**src/rtl/reg_dst_mux.sv**
```systemverilog
// reg_dst_mux: registered rt/rd destination selector with qualified write enable.
// Define REGDST_LINK_EN to let `link` force LINK_ADDR (JAL/JALR to $ra).
module reg_dst_mux #(
    parameter int ADDR_W    = 6,
    parameter int LINK_ADDR = 31
) (
    input  logic              clk,
    input  logic              rst,
    input  logic [ADDR_W-1:0] addr_1,
    input  logic [ADDR_W-1:0] addr_2,
    input  logic              RegDst,
    input  logic              link,
    input  logic              reg_write,
    input  logic              stall,
    input  logic              flush,
    output logic [ADDR_W-1:0] sel_addr,
    output logic [ADDR_W-1:0] write_addr,
    output logic              write_en
);

    localparam logic [ADDR_W-1:0] LINK_A = ADDR_W'(LINK_ADDR);

    logic              link_eff;
    logic              wen_next;
    logic [ADDR_W-1:0] write_addr_d, write_addr_q;
    logic              write_en_d, write_en_q;

`ifdef REGDST_LINK_EN
    assign link_eff = link;
`else
    // Port kept so the pin list is identical in both builds.
    assign link_eff = link & 1'b0;
`endif

    always_comb begin
        sel_addr = RegDst ? addr_2 : addr_1;
        if (link_eff) begin
            sel_addr = LINK_A;
        end
        wen_next = reg_write && (sel_addr != '0);
    end

    // Flush beats stall so a killed instruction never lingers as a hold.
    always_comb begin
        write_addr_d = write_addr_q;
        write_en_d   = write_en_q;
        if (flush) begin
            write_addr_d = '0;
            write_en_d   = 1'b0;
        end else if (!stall) begin
            write_addr_d = sel_addr;
            write_en_d   = wen_next;
        end
    end

    always_ff @(posedge clk) begin
        if (rst) begin
            write_addr_q <= '0;
            write_en_q   <= 1'b0;
        end else begin
            write_addr_q <= write_addr_d;
            write_en_q   <= write_en_d;
        end
    end

    assign write_addr = write_addr_q;
    assign write_en   = write_en_q;

endmodule

```
**config.mk**
```make
export PLATFORM = sky130hd
export DESIGN_NAME = reg_dst_mux
export DESIGN_NICKNAME = d
export VERILOG_FILES = /design/src/rtl/reg_dst_mux.sv
export SDC_FILE = /design/constraint.sdc
export NUM_CORES = 1
export LEC_CHECK = 0
export ABC_AREA = 1
export CORE_AREA = 4 4 41 43
export CTS_BUF_LIST = sky130_fd_sc_hd__clkbuf_16
export CTS_CLUSTER_SIZE = 28
export DETAILED_ROUTE_END_ITERATION = 8
export DIE_AREA = 0 0 45 47
export HOLD_SLACK_MARGIN = 0.02
export PLACE_DENSITY = 0.71
export SYNTH_ARGS = -nofsm -noshare
export SYNTH_HDL_FRONTEND = slang
export SYNTH_SLANG_ARGS = --single-unit
```
**constraint.sdc**
```tcl
create_clock -name clk -period 1.1 [get_ports clk]
set_input_delay 0.165 -clock clk [delete_from_list [all_inputs] [get_ports clk]]
set_output_delay 0.165 -clock clk [all_outputs]
set_load 0.03 [all_outputs]
```
==> results of run 1 <==
[metal layers]
metal	up-vias	track usage
met4	0	0.0702
met1	198	0.107
met2	26	0.201
met3	0	0.0613
met5	-	0
li1	254	-
[registers in the layout, summed over array words and instances, names as in the netlist]
name	cells
write_addr	6
write_en	1
[Yosys cell counts (all sizes together)]
| master | number |
|---|---|
| a21oi | 1 |
| dfxtp | 7 |
| inv | 9 |
| nand2 | 19 |
| nand3 | 1 |
| nor2 | 16 |
| o21ai | 7 |
[metrics by stage]
step	hold WS [ns]	setup WS, ns
floorplan	0.300	0.211
global placement	0.548	-0.260
detailed placement	0.553	-0.274
CTS	0.536	0.00374
global route	0.379	0.00662
finish	0.338	0.0334
[power by group through the flow]
stage	combinational [mW]	clock, mW	sequential, mW
after floorplan	0.0938	0	0.298
after global placement	0.242	0	0.275
after detailed placement	0.243	0	0.276
after CTS	0.255	0.614	0.272
after global routing	0.281	0.622	0.273
final	0.260	0.607	0.272
[tightest hold or removal path, delay by kind of cell]
family	cells	cell delay, ns
AO/OA/AOI/OAI	1	0.08
buffers and inverters	2	0.15
AND/OR/NAND/NOR	2	0.15
[kinds of logic (layout without fill, tap and decap cells)]
| family | count (synthesis) | in the layout | synth area share |
|---|---|---|---|
| buffers and inverters | 9 | 46 | 0.0937 |
| and+or+nand+nor | 36 | 36 | 0.406 |
| DFF | 7 | 7 | 0.389 |
| AOI/OAI and AO/OA | 8 | 8 | 0.111 |
[timing repair]
action,in CTS,in global routing
pin swaps,0,8
setup buffers,0,1
setup endpoints to repair,7,6
resized for setup,7,8
[path summary, 6_finish.rpt]
| kind | from | end | slack [ns] | cells past startpoint |
|---|---|---|---|---|
| setup reg to reg | write_addr[2] | write_addr[2] | 0.41 | 4 |
| hold / removal | addr_1[2] | write_addr[2] | 0.34 | 5 |
| hold reg to reg | write_en | write_en | 0.58 | 2 |
| setup / recovery | addr_2[4] | sel_addr[4] | 0.03 | 4 |
[area by class of cell]
cell class,count,area [µm²]
fillers,135,512
inverters,9,33.8
clock inverters,1,3.75
multi-input cells,44,194
flip-flops and latches,7,140
repair buffers,33,324
clock buffers,3,75.1
well taps,15,18.8
==> reports/results.ini, run 1 <==
[floorplanning]
io_pins = 32
start_util = 0.277
rows = 13
core_um2 = 1300
die_y_um = 47
die_area_um2 = 2120
die_w_um = 45

[global_routing]
antenna_found_initial = 0
grt_usage = 0.115
grt_max_degree = 9
grt_pass1_vias = 452
grt_pass1_wl_um = 1750
gr-total-overflow = 0

[synth]
syn-num-nets = 79
syn_avg_cell_area_um2 = 6.01
synthCells = 60
netlist_area_um2 = 360
synth.distinct_cells = 10
synth.area.top_cells = dfxtp_1 39%, nand2_1 17%, nor2_1 16%
netlist.area_leader.share = 0.389
ys_seq_area_frac = 0.389
ys_warn_count = 0
yosys.area.top_type = dfxtp_1
ys_ff_latch = 7

[power]
pwr-share-seq = 0.239
power_density_nw_per_um2 = 1440
finalPower_mw = 1.14
intPower_mw = 0.864
pwr-share-clk = 0.533
switching_share = 0.242
power_switching_mw = 0.275
ir_drop_v = 0.000694
power.leakage_nw = 0.468
combPwrFrac = 0.229

[timing]
post-route-period-util = 0.970
setup_viol = 0
hold_viol = 0
finClkSkew_ns = 0
tns_ns = 0
worst_pin_slew_ns = 0.236
slew_viol_final = 0
maxSlewHeadroom = 0.843
final.min_clock_period_ns = 1.07
max_freq_mhz = 938
rsz0062_at_grt = no

[detailed_routing]
top_layer_used = met3
dr.first_iter.drc_count = 2
vias = 478
wl_um = 1190
drt-pass1-iter-count = 3
wire_per_inst_um = 10.6
wl_met3_um = 173
viasPerCell = 4.27
wl_met1_um = 448
wl_met2_um = 562
postRouteAntennaNets = 0
drc = 0

[layout]
final_area_um2 = 790
final_cell_mix = 15 x nor2_1, 13 x nand2_1, 11 x clkdlybuf4s50_1
fin_nets = 117
drive_gt1_frac = 0.278
antenna_cells = 0
finalNonFillerCells = 112
mostFrequentLayoutCell = nor2_1
utilization = 0.607
syn2layout_area_growth_pct = 119

[clock_network]
cts_tree = yes
cts_made_buffers = 3
cts-root-buf = clkbuf_16
htreeDepth = 1
clk_pin_slew_ns = 0.04
clock-sinks = 7
cts_hold_buf = 0
cts.path.max_buffers = 2
clkLatencyLatePin_ns = 0.23

[flow_run]
cap_viol_max_count = 0

[setup_path]
max_stage_delay_ns = 0.45
cp_max_fo = 3
criticalPathCategory = in -> out
crit_family = buffers and inverters
required_ns = 0.94
start_kind = input pin
cpMaxStageDelayCell = clkdlybuf4s50_1
path_buf_inv = 2
crit_path_end_kind = output port
crit_arrival_ns = 0.90
crit_chain = clkdlybuf4s50_1 -> nand2_1 -> nand2_2 -> buf_6

[placed_design]
post-dp-hpwl_um = 924
io_buffers = 30
place_area_um2 = 662
place_congestion = 0.766
dp_cells = 107

[min_path]
hp-class = in -> reg

[run_status]
status = finished clean

(Power assumes the default switching activity.)
==> run 2, diff against run 1 <==
- CORE_AREA: 4 4 41 43 -> not set
- CORE_MARGIN: not set -> 8
- CORE_UTILIZATION: not set -> 26
- DIE_AREA: 0 0 45 47 -> not set
- PLACE_DENSITY: 0.71 -> 0.72
- clock period: 1.1 -> 0.97 ns (I/O delays scaled with it)
==> run 2 against run 1 <==
Compared with the run above: via count grew 7.5%; largest cell class unchanged; wire length increased by 20%; count of clock-buffer cells in the layout unchanged; critical path type unchanged; sequential share of layout area fell by 0.75 points; sequential power up 14%; critical path depth is 1 higher; first-iteration DRC count grew to 3.5 times the previous value; hold slack better by 0.094 ns; non-clock buffer count increased by 8; final area up 4.4%; sequential cell count unchanged; worst setup slack improved by 0.055 ns.
==> reports/results.ini, run 2 (same netlist as run 1, synthesis figures left out) <==
[clock_network]
cts-root-buf = clkbuf_16
clkLatencyLatePin_ns = 0.23  ; about the same
htreeDepth = 1  ; unchanged
clk_pin_slew_ns = 0.04  ; about the same
cts_made_buffers = 3  ; unchanged
cts_tree = yes
clock-sinks = 7  ; unchanged
cts.path.max_buffers = 2  ; unchanged

[layout]
syn2layout_area_growth_pct = 129
largest_register_ffs = 6  ; unchanged
utilization = 0.634  ; +0.0269
final_cell_mix = 17 x buf_4, 15 x nor2_1, 12 x nand2_1, 12 x dlygate4sd2_1
fin_nets = 125  ; +6.8%
multiInputGateArea_um2 = 196  ; +1.3%
mostFrequentLayoutCell = buf_4
nFillCells = 126  ; -6.7%
finalNonFillerCells = 120  ; +7.1%
drive_gt1_frac = 0.371  ; +0.0931
antenna_cells = 0  ; unchanged
final_area_um2 = 825  ; +4.4%
register_area_um2 = 140  ; unchanged

[timing]
worst_pin_slew_ns = 0.171  ; -0.0648 ns
hold_viol = 0  ; unchanged
rsz0062_at_grt = no
maxSlewHeadroom = 0.886  ; +0.0430
tns_ns = 0  ; unchanged
setup_viol = 0  ; unchanged
max_freq_mhz = 1130
final.min_clock_period_ns = 0.881
finClkSkew_ns = 0  ; unchanged
slew_viol_final = 0  ; unchanged
worst_slack_ns = 0.0886  ; +0.0552 ns
post-route-period-util = 0.909

[floorplanning]
start_util = 0.277  ; unchanged
io_pins = 32  ; unchanged
core_um2 = 1300  ; unchanged
die_w_um = 53.2  ; +18%
rows = 13  ; unchanged
die_y_um = 53.2  ; +13%
die_area_um2 = 2830  ; +34%

[placed_design]
dp_cells = 109  ; +1.9%
post-dp-hpwl_um = 1050  ; +14%
place_area_um2 = 677  ; +2.3%
io_buffers = 30  ; unchanged
place_congestion = 0.787  ; +2.8%
dp_slack_ns = -0.407  ; -0.133 ns

[global_routing]
grt_pass1_vias = 556  ; +23%
grt_pass1_wl_um = 2310  ; +32%
grt_max_degree = 9  ; unchanged
antenna_found_initial = 0  ; unchanged
gr-total-overflow = 0  ; unchanged
grt_usage = 0.110  ; -0.00561

[power]
ir_drop_v = 0.00104  ; +50%
power_density_nw_per_um2 = 1610  ; +11%
power.leakage_nw = 0.476  ; +1.8%

[setup_path]
crit_path_end_kind = output port
criticalPathCategory = in -> out
required_ns = 0.82  ; -0.12 ns
cp_common_cell = buf_6
cpMaxStageDelayCell = dlygate4sd2_1
max_stage_delay_ns = 0.23  ; -0.22 ns
start_kind = input pin
crit_arrival_ns = 0.74  ; -0.16 ns
cp_max_fo = 2  ; -1
crit_chain = dlygate4sd2_1 -> nand2_1 -> nand2_2 -> buf_6 -> buf_6

[detailed_routing]
dr.first_iter.drc_count = 7  ; +5
wl_um = 1420  ; +20%
wire_per_inst_um = 11.8  ; +12%
drt-pass1-iter-count = 4  ; +1
drc = 0  ; unchanged
postRouteAntennaNets = 0  ; unchanged
vias = 514  ; +7.5%
viasPerCell = 4.28  ; +0.36%

[run_status]
status = finished clean

[min_path]
hp-class = in -> reg

[flow_run]
cap_viol_max_count = 0  ; unchanged

## run 2: changes by cell type in the layout (fill, tap and decap cells not counted)
cell             before  now
dlygate4sd2_1         1   12
o21ai_0               7    6
clkdlybuf4s50_1      11    4
dlymetal6s2s_1        5    0
buf_2                 0    1
nand2_1              13   12
nand2_2               6    7
buf_4                10   17
inv_1                 9    7
buf_6                 6    7
inv_2                 1    3
o21ai_1               0    1
## run 2: cell type report
cell class                 instances  share of cell area
inverter                           9              0.0410
sequential                         7               0.170
tap                               15              0.0228
timing repair buffer              41               0.432
multi-input combinational         44               0.238
clock inverter                     1             0.00455
clock buffer                       3              0.0910
## run 2: path summary, 6_finish.rpt
kind	start	end	slack, ns	cells after the start
worst max-delay path	addr_2[2]	sel_addr[2]	0.09	5
worst min-delay path	RegDst	write_addr[2]	0.43	6
worst max register to register	write_addr[2]	write_addr[2]	0.29	4
worst min register to register	write_en	write_en	0.56	2
## run 2: power breakdown
| part | leakage, nW | switching (mW) | internal, mW |
|---|---|---|---|
| Clock | 0.0423 | 0.154 | 0.536 |
| Combinational | 0.376 | 0.167 | 0.160 |
| Sequential | 0.0573 | 0.00652 | 0.302 |
## run 2: critical path: cells and delay by family
kind                   cells  cell delay, ns
and+or+nand+nor            2            0.13
buffers and inverters      3            0.46
## run 2: per-stage QoR
| step | hold slack (ns) | power (mW) |
|---|---|---|
| final | 0.432 | 1.33 |
| after global routing | 0.473 | 1.39 |
| after CTS | 0.464 | 1.33 |
| after detailed placement | 0.568 | 0.599 |
| after global placement | 0.551 | 0.597 |
| after floorplan | 0.281 | 0.444 |
## run 2: what timing repair did
item / in CTS / in global routing
hold buffers: 0 / 0
pin swaps: 15 / 0
endpoints found under the setup margin: 13 / 8
endpoints found under the hold margin: 0 / 0
buffers inserted: 7 / 0
resized for setup: 25 / 5
## run 2: metal layers
layer	GRT usage	share of wire
met2	0.168	0.46
met3	0.0700	0.14
met4	0.0756	0.028
met5	0	0
met1	0.106	0.37
==> run 3, diff against run 2 <==
==> constraint.sdc (replaced) <==
create_clock -name clk -period 0.97 [get_ports clk]
set_input_delay 0.1455 -clock clk [delete_from_list [all_inputs] [get_ports clk]]
set_output_delay 0.1455 -clock clk [all_outputs]
set_load 0.005 [all_outputs]
==> run 3 against run 2 <==
Compared with the run above: hold slack lost 0.012 ns; sequential cell count is the same; final cell count shrank 3.3%; sequential share of layout area grew 1.5 points; fmax shrank 5.6%; critical path type is now reg -> out; total power shrank 9.7%; largest power group unchanged; critical path depth shrank 4; die area is the same; clock skew is the same; worst setup slack lost 0.052 ns; sequential power is essentially flat; via count shrank 5.3%.
==> reports/results.ini, run 3 (same netlist as run 1, synthesis figures left out) <==
[setup_path]
crit_chain = dlygate4sd2_1
crit_family = flip-flops
crit_path_end_kind = output port
rr_startpoint = write_addr[1]
ff2ff_path_depth = 4  ; unchanged
start_kind = flip-flop
r2r_slack_ns = 0.29  ; about the same
max_stage_delay_ns = 0.30  ; +0.07 ns
crit_arrival_ns = 0.79  ; +0.05 ns
cpMaxStageDelayCell = dfxtp_1
required_ns = 0.82  ; about the same
cp_max_fo = 2  ; unchanged
criticalPathCategory = reg -> out
reg2reg_to = write_addr[1]
path_buf_inv = 1  ; -2

[layout]
fin_nets = 121  ; -3.2%
nFillCells = 149  ; +18%
largest_register_ffs = 6  ; unchanged
final_cell_mix = 18 x dlygate4sd2_1, 16 x nand2_1, 15 x nor2_1
syn2layout_area_growth_pct = 111
register_area_um2 = 140  ; unchanged
drive_gt1_frac = 0.238  ; -0.134
antenna_cells = 0  ; unchanged
finalNonFillerCells = 116  ; -3.3%
mostFrequentLayoutCell = dlygate4sd2_1
multiInputGateArea_um2 = 186  ; -5.1%

[power]
pwr-share-clk = 0.573  ; +0.052
power_switching_mw = 0.241  ; -26%
switching_share = 0.201  ; -0.0457
power_density_nw_per_um2 = 1580  ; -2.0%
power.leakage_nw = 0.459  ; -3.6%
combPwrFrac = 0.170  ; -0.076
ir_drop_v = 0.000805  ; -23%
finalPower_mw = 1.20  ; -9.7%
pwr-share-seq = 0.257  ; +0.024
intPower_mw = 0.956  ; -4.2%

[min_path]
hold_depth = 6  ; unchanged
hold_path_end = write_addr[3]
hp-start = RegDst
hp-class = in -> reg

[clock_network]
cts-root-buf = clkbuf_16
cts_hold_buf = 0  ; unchanged
clkLatencyLatePin_ns = 0.23  ; about the same
cts_tree = yes
cts.path.max_buffers = 2  ; unchanged
clk_pin_slew_ns = 0.04  ; about the same
cts_made_buffers = 3  ; unchanged
htreeDepth = 1  ; unchanged
clock-sinks = 7  ; unchanged

[timing]
tns_ns = 0  ; unchanged
hold_viol = 0  ; unchanged
post-route-period-util = 0.963  ; +0.0539
setup_viol = 0  ; unchanged
max_freq_mhz = 1070  ; -5.6%
slew_viol_final = 0  ; unchanged
worst_pin_slew_ns = 0.159  ; -0.0120 ns
maxSlewHeadroom = 0.893  ; +0.00733
rsz0062_at_grt = yes
timing.hold.ws_ns = 0.420  ; -0.0122 ns
finClkSkew_ns = 0  ; unchanged
final.min_clock_period_ns = 0.934  ; +0.0523 ns

[global_routing]
grt_pass1_vias = 491  ; -12%
busiest_layer = met2
gr-total-overflow = 0  ; unchanged
use_met3 = 0.0644  ; -0.00560
antenna_found_initial = 0  ; unchanged
grt_pass1_wl_um = 1880  ; -19%
grtUsageMet1 = 0.0819  ; -0.0245
grt_usage = 0.0911  ; -0.0187
gr-usage-met2 = 0.125  ; -0.0430
grt_max_degree = 9  ; unchanged

[floorplanning]
core_um2 = 1300  ; unchanged
rows = 13  ; unchanged
start_util = 0.277  ; unchanged
die_y_um = 53.2  ; unchanged
die_w_um = 53.2  ; unchanged
die_area_um2 = 2830  ; unchanged
io_pins = 32  ; unchanged

[flow_run]
cap_viol_max_count = 0  ; unchanged

[detailed_routing]
dr.first_iter.drc_count = 6  ; -1
drc = 0  ; unchanged
wire_per_inst_um = 9.54  ; -19%
drt-pass1-iter-count = 4  ; unchanged
viasPerCell = 4.20  ; -2.0%
wl_um = 1110  ; -22%
postRouteAntennaNets = 0  ; unchanged
vias = 487  ; -5.3%

[run_status]
status = finished clean

[placed_design]
post-dp-hpwl_um = 976  ; -7.4%
io_buffers = 30  ; unchanged
dp_cells = 112  ; +2.8%
place_congestion = 0.758  ; -3.8%

[run 3: worst reg2reg max path, cell delays in order (launching register included)]
cell and delay, ns:
dfxtp_1 0.30, nor2_1 0.10, nor2_1 0.05, o21ai_0 0.07, inv_1 0.05
[run 3: through the flow]
stage | worst slack (ns) | util | instance area [µm²]
floorplan | 0.288 | - | 360
global placement | -0.623 | 0.563 | 732
detailed placement | -0.639 | 0.563 | 732
CTS | 0.0287 | 0.588 | 764
global route | -0.00112 | 0.584 | 759
finish | 0.0363 | 0.584 | 759
[run 3: area by class of cell]
class | count | share of cell area
sequential | 7 | 0.185
inverter | 9 | 0.0445
multi-input combinational | 44 | 0.245
clock inverter | 1 | 0.00494
tap | 15 | 0.0247
clock buffer | 3 | 0.0988
timing repair buffer | 37 | 0.397
[run 3: worst max-delay path by stage]
| stage | end | cells past startpoint | startpoint |
|---|---|---|---|
| 4_1_cts | write_addr[5] | 1 | write_addr[5] |
| 5_1_grt | write_addr[1] | 6 | stall |
| 3_5_place_dp | sel_addr[5] | 5 | RegDst |
| 3_3_place_gp | sel_addr[3] | 5 | RegDst |
| 2_1_floorplan | write_en | 7 | RegDst |
| 6_report | write_addr[1] | 1 | write_addr[1] |
[run 3: layer usage]
metal | vias up | part of all wire
met4 | 0 | 0.048
li1 | 263 | -
met2 | 29 | 0.37
met5 | - | 0
met3 | 5 | 0.18
met1 | 190 | 0.40
[run 3: what timing repair did]
action / 4_1_cts / 5_1_grt
setup buffers: 0 / 0
resized for setup: 47 / 5
setup endpoints to repair: 20 / 11
pin swaps: 12 / 0
[run 3: power by group through the flow]
stage | Clock (mW) | Sequential (mW) | Combinational, mW
5_1_grt | 0.704 | 0.310 | 0.231
3_3_place_gp | 0 | 0.312 | 0.249
2_1_floorplan | 0 | 0.314 | 0.0688
3_5_place_dp | 0 | 0.312 | 0.248
4_1_cts | 0.696 | 0.308 | 0.208
6_report | 0.686 | 0.308 | 0.203
